File: src/rtl/uart_tx_pkg.sv
// uart_tx_pkg -- shared definitions for the UART transmit controller.
//   tx_state_e : frame sequencing states (IDLE, START, DATA, PARITY, STOP)
//   MUX_*      : line-source select encodings driven on mux_sel
package uart_tx_pkg;

  typedef enum logic [2:0] {
    ST_IDLE   = 3'd0,
    ST_START  = 3'd1,
    ST_DATA   = 3'd2,
    ST_PARITY = 3'd3,
    ST_STOP   = 3'd4
  } tx_state_e;

  localparam logic [1:0] MUX_START  = 2'b00;
  localparam logic [1:0] MUX_DATA   = 2'b01;
  localparam logic [1:0] MUX_PARITY = 2'b10;
  localparam logic [1:0] MUX_STOP   = 2'b11;

endpackage

File: src/rtl/uart_tx_parity.sv
// uart_tx_parity -- parity generator for the UART transmit controller.
//   data    : latched payload (DATA_WIDTH bits)
//   par_typ : 0 = even parity, 1 = odd parity
//   par_bit : XOR-reduction of data, inverted for odd parity
module uart_tx_parity #(
  parameter int unsigned DATA_WIDTH = 8
) (
  input  logic [DATA_WIDTH-1:0] data,
  input  logic                  par_typ,
  output logic                  par_bit
);

  assign par_bit = (^data) ^ par_typ;

endmodule

File: src/rtl/uart_tx_ctrl.sv
// uart_tx_ctrl -- UART transmit frame controller (start, data LSB first,
// optional parity, stop). One frame bit per clk cycle.
//   clk        : bit-rate clock, rising edge
//   rst        : asynchronous active-low reset
//   p_data     : parallel payload, latched when a frame is accepted
//   data_valid : payload offered; accepted in IDLE or STOP
//   par_en     : append a parity bit (latched per frame)
//   par_typ    : 0 even, 1 odd parity (latched per frame)
//   mux_sel    : line-source select (00 start, 01 data, 10 parity, 11 stop/idle)
//   ser_data   : current payload bit
//   par_bit    : parity of the latched frame
//   busy       : frame in progress
// Build option: define UART_TX_PARITY_EN to include the PARITY state and
// parity generator; otherwise par_en/par_typ are ignored and par_bit is 0.
module uart_tx_ctrl
  import uart_tx_pkg::*;
#(
  parameter int unsigned DATA_WIDTH = 8
) (
  input  logic                  clk,
  input  logic                  rst,
  input  logic [DATA_WIDTH-1:0] p_data,
  input  logic                  data_valid,
  input  logic                  par_en,
  input  logic                  par_typ,
  output logic [1:0]            mux_sel,
  output logic                  ser_data,
  output logic                  par_bit,
  output logic                  busy
);

  localparam int unsigned CW = (DATA_WIDTH > 1) ? $clog2(DATA_WIDTH) : 1;
  localparam logic [CW-1:0] LAST_BIT = CW'(DATA_WIDTH - 1);

  tx_state_e             state_q;
  logic [DATA_WIDTH-1:0] data_q;
  logic [CW-1:0]         count_q;
  logic                  frame_load;

`ifdef UART_TX_PARITY_EN
  logic par_en_q;
  logic par_typ_q;
`else
  logic unused_par_inputs;
  assign unused_par_inputs = par_en ^ par_typ;
`endif

  // A new frame can be accepted from IDLE or from STOP (back-to-back).
  assign frame_load = data_valid && ((state_q == ST_IDLE) || (state_q == ST_STOP));

  always_ff @(posedge clk or negedge rst) begin
    if (!rst) begin
      state_q   <= ST_IDLE;
      data_q    <= '0;
      count_q   <= '0;
`ifdef UART_TX_PARITY_EN
      par_en_q  <= 1'b0;
      par_typ_q <= 1'b0;
`endif
    end else begin
      if (frame_load) begin
        data_q    <= p_data;
`ifdef UART_TX_PARITY_EN
        par_en_q  <= par_en;
        par_typ_q <= par_typ;
`endif
      end

      case (state_q)
        ST_IDLE: begin
          if (data_valid) state_q <= ST_START;
        end
        ST_START: begin
          state_q <= ST_DATA;
          count_q <= '0;
        end
        ST_DATA: begin
          // Counter holds at the last bit; leaving DATA is decided there.
          if (count_q == LAST_BIT) begin
`ifdef UART_TX_PARITY_EN
            state_q <= par_en_q ? ST_PARITY : ST_STOP;
`else
            state_q <= ST_STOP;
`endif
          end else begin
            count_q <= count_q + CW'(1);
          end
        end
        ST_PARITY: begin
          state_q <= ST_STOP;
        end
        ST_STOP: begin
          state_q <= data_valid ? ST_START : ST_IDLE;
        end
        default: begin
          state_q <= ST_IDLE;
        end
      endcase
    end
  end

  always_comb begin
    mux_sel  = MUX_STOP;
    busy     = 1'b1;
    ser_data = data_q[0];
    case (state_q)
      ST_IDLE:   busy = 1'b0;
      ST_START:  mux_sel = MUX_START;
      ST_DATA: begin
        mux_sel  = MUX_DATA;
        ser_data = data_q[count_q];
      end
      ST_PARITY: mux_sel = MUX_PARITY;
      ST_STOP:   mux_sel = MUX_STOP;
      default:   busy = 1'b0;
    endcase
  end

`ifdef UART_TX_PARITY_EN
  uart_tx_parity #(
    .DATA_WIDTH(DATA_WIDTH)
  ) u_parity (
    .data    (data_q),
    .par_typ (par_typ_q),
    .par_bit (par_bit)
  );
`else
  assign par_bit = 1'b0;
`endif

endmodule

File: config.mk
export PLATFORM = sky130hd
export DESIGN_NAME = uart_tx_ctrl
export DESIGN_NICKNAME = d
export VERILOG_FILES = /design/src/rtl/uart_tx_pkg.sv /design/src/rtl/uart_tx_parity.sv /design/src/rtl/uart_tx_ctrl.sv
export SDC_FILE = /design/constraint.sdc
export NUM_CORES = 1
export LEC_CHECK = 0
export ABC_AREA = 1
export BUFFER_PORTS_ARGS = -buffer_cell sky130_fd_sc_hd__buf_2
export CAP_MARGIN = 10
export CORE_MARGIN = 2
export CORE_UTILIZATION = 30
export DETAILED_ROUTE_END_ITERATION = 10
export PLACE_DENSITY = 0.52
export SLEW_MARGIN = 20
export SYNTH_ARGS = -nofsm -noshare
export SYNTH_HDL_FRONTEND = slang
export SYNTH_SLANG_ARGS = --single-unit
File: constraint.sdc
create_clock -name clk -period 1.5 [get_ports clk]
set_clock_uncertainty 0.15 [all_clocks]
set_input_delay 0.3 -clock clk [delete_from_list [all_inputs] [get_ports clk]]
set_output_delay 0.3 -clock clk [all_outputs]
set_load 0.01 [all_outputs]
==> run_results.csv <==
group,metric,value,unit
outcome,status,"complete, but fails checks",
outcome,failed_checks,"negative setup slack",
layout,fillers,273,
critical_path,cp.required,1.05,ns
clock_tree,insertion_delay,0.28,ns
synthesis,ys_seq_area_share,46.0,%
placed_design,place_congestion,0.740,
synthesis,ys_seq_elements,14,
drt,drt-initial-drc-count,5,
critical_path,cpMaxStageDelayCell,"dfrtp_2",
synthesis,async_reset_ff_share,100,%
layout,final_cell_mix,"nand2_1 (22), buf_2 (14), dfrtp_1 (12)",
layout,seqCellArea,353,sq um
power_and_ir_drop,p_sw_share,43.6,%
power_and_ir_drop,peakVddDrop,0.000761,V
placed_design,dpl.hpwl,1040,microns
synthesis,synth_nets,104,
global_route,grt_pass1_vias,597,
floorplan,die_y,54.4,microns
floorplan,fp-row-count,18,
critical_path,crit_path_frequent_cell,"nand3_2",
layout,drive_gt1_share,48.1,%
sta,setup_slack,-0.232,ns
sta,fin_crit_sh,115,%
layout,fin_util,39.2,%
sta,finalHoldViolCount,0,
sta,setup_violations,8,
drt,remaining_drc_errors,0,
critical_path,critPathKind,"register to primary output",
placed_design,io_buffers,14,
global_route,antenna_found_initial,0,
floorplan,die_area,2960,sq um
layout,multiInputGateArea,368,sq um
power_and_ir_drop,internal-power,0.00107,W
floorplan,start_util,31.3,%
drt,drt-total-wl,1470,microns
sta,timing.fmax,577,MHz
synthesis,syn_inst,89,
layout,diodes,0,
drt,drt_first_pass_iters,5,
drt,num_vias,616,
drt,vias_per_cell,4.46,
clock_tree,h-tree-depth,1,
layout,final_common_cell,"nand2_1",
power_and_ir_drop,p_comb_share,52.4,%
critical_path,arrival,1.28,ns
global_route,grt-ovfl-total,0,
clock_tree,cts.clk_slew.worst_paths,0.08,ns
drt,ant_nets,0,
synthesis,yosysUniqueCellTypes,20,
placed_design,placed_cell_area,852,sq um
critical_path,cp_max_fo,7,
power_and_ir_drop,p_leak,0.478,nW
critical_path,worst-path-buf-inv,2,
worst_hold_path,min_path_type,"input port to register",
critical_path,cp-end-kind,"primary output",
floorplan,num_io_pins,18,
global_route,grtUsageTotal,12.7,%
clock_tree,root_buffer,"clkbuf_4",
run,cap_viol_max_count,0,
sta,slew_viol_final,0,
critical_path,slowest_delay,0.47,ns
power_and_ir_drop,p_per_area,1990,nW/um^2
placed_design,place_inst,132,
sta,min_period,1.73,ns
layout,area_growth,25.1,%
floorplan,die_x,54.4,microns
clock_tree,cts_tree,"yes",
synthesis,syn_area,762,sq um
global_route,grt_first_pass_wirelength,2530,microns
power_and_ir_drop,seq_power_share,36.5,%
global_route,grt_max_degree,17,
layout,fin_area,953,sq um
floorplan,core-area,2430,sq um
synthesis,synth_edf_count,0,
power_and_ir_drop,switchingPower,0.000827,W
critical_path,start_kind,"register",
synthesis,synth_flop_cell,"dfrtp_1",
critical_path,crit_family,"flip-flops",
clock_tree,cts.sinks,14,
sta,rsz0062_at_grt,"true",
clock_tree,cts.path.max_buffers,2,
sta,fin_setup_tns,-1.04,ns
synthesis,avgSynthCellArea,8.56,sq um
drt,post_drt_wl_per_cell,10.7,microns
layout,final_cells,138,
power_and_ir_drop,clock_power_share,11.0,%
critical_path,critical_path.cell_chain,"inv_2 -> nand2_1 -> nand3_2 -> nand3_2 -> nand3_2 -> nand2_1 -> buf_2",
synthesis,synth_warnings,0,
clock_tree,cts_made_buffers,3,
layout,layout.nets,125,
-- path summary, 6_finish.rpt --
kind	startpoint	to	slack [ns]	depth (start not counted)
max in group asynchronous	rst	state_q[0]$_DFFE_PN0P_	0.64	2
hold / removal	p_data[1]	data_q[1]$_DFFE_PN0P_	0.07	3
hold reg to reg	data_q[4]$_DFFE_PN0P_	data_q[4]$_DFFE_PN0P_	0.36	2
setup reg to reg	count_q[0]$_DFFE_PN0P_	count_q[0]$_DFFE_PN0P_	-0.15	8
min in group asynchronous	rst	count_q[2]$_DFFE_PN0P_	0.29	2
setup / recovery	count_q[0]$_DFFE_PN0P_	ser_data	-0.23	7
-- worst reg2reg max path, cell delays in order (launching register included) --
cell     delay (ns)
dfrtp_2        0.47
buf_4          0.16
buf_6          0.11
ha_1           0.19
ha_2           0.18
inv_2          0.08
nand2_2        0.07
nand2_4        0.08
a21oi_2        0.05
-- per-stage QoR --
step | hold WS, ns | total power (W) | worst slack (ns)
after floorplan | -0.146 | 0.00134 | 0.138
after global placement | 0.0645 | 0.00152 | -0.0816
after detailed placement | 0.0767 | 0.00153 | -0.0764
after CTS | 0.0642 | 0.00178 | -0.250
after global routing | 0.0605 | 0.00209 | -0.333
final | 0.0706 | 0.00190 | -0.232
-- cell type report --
cell class,count,share of cell area (%)
Clock buffer,3,2.36
Inverter,15,6.17
Multi-Input combinational cell,57,38.6
Sequential cell,14,37.0
Tap cell,30,3.94
Timing Repair Buffer,19,11.9
-- power by group through the flow --
stage                     Sequential (W)  Clock (W)  Combinational (W)
after floorplan                 0.000623          0           0.000713
after detailed placement        0.000681          0           0.000851
after global routing            0.000716   0.000246            0.00113
after CTS                       0.000668   0.000222           0.000889
final                           0.000693   0.000210           0.000995
after global placement          0.000679          0           0.000840
-- metal layers --
metal | vias up | share of wire (%) | GRT usage [%]
met5 | - | 0 | 0
met4 | 0 | 2.6 | 8.75
met3 | 5 | 5.0 | 3.28
met2 | 14 | 48 | 18.5
met1 | 280 | 44 | 16.3
li1 | 317 | - | -
-- Yosys cell counts (2+ instances only) --
| cell type | instances | area share, % |
|---|---|---|
| a21oi_1 | 2 | 1.3 |
| dfrtp_1 | 14 | 46 |
| ha_1 | 2 | 3.3 |
| inv_1 | 13 | 6.4 |
| nand2_1 | 22 | 11 |
| nand2_2 | 3 | 2.5 |
| nand3_1 | 9 | 5.9 |
| nor2_1 | 3 | 1.5 |
| nor2_2 | 2 | 1.6 |
| o21ai_2 | 9 | 10 |
-- logic make-up after synthesis --
family	after synthesis	synth area share (%)
AO/OA/AOI/OAI	14	14.5
adder cells (fa/ha/maj)	2	3.28
buffers and inverters	18	12.0
AND/OR/NAND/NOR	40	23.8
flip-flops	14	46.0
other	1	0.492
-- state kept, by name, indices dropped and copies added (netlist names) --
signal   cells
data_q       8
state_q      3
count_q      3
-- what timing repair did --
item	4_1_cts	5_1_grt
setup buffers	1	1
pin swaps	1	1
setup endpoints to repair	6	8
hold buffers	1	0
hold endpoints to repair	14	0
resized for setup	3	13
(Power assumes the default switching activity.)
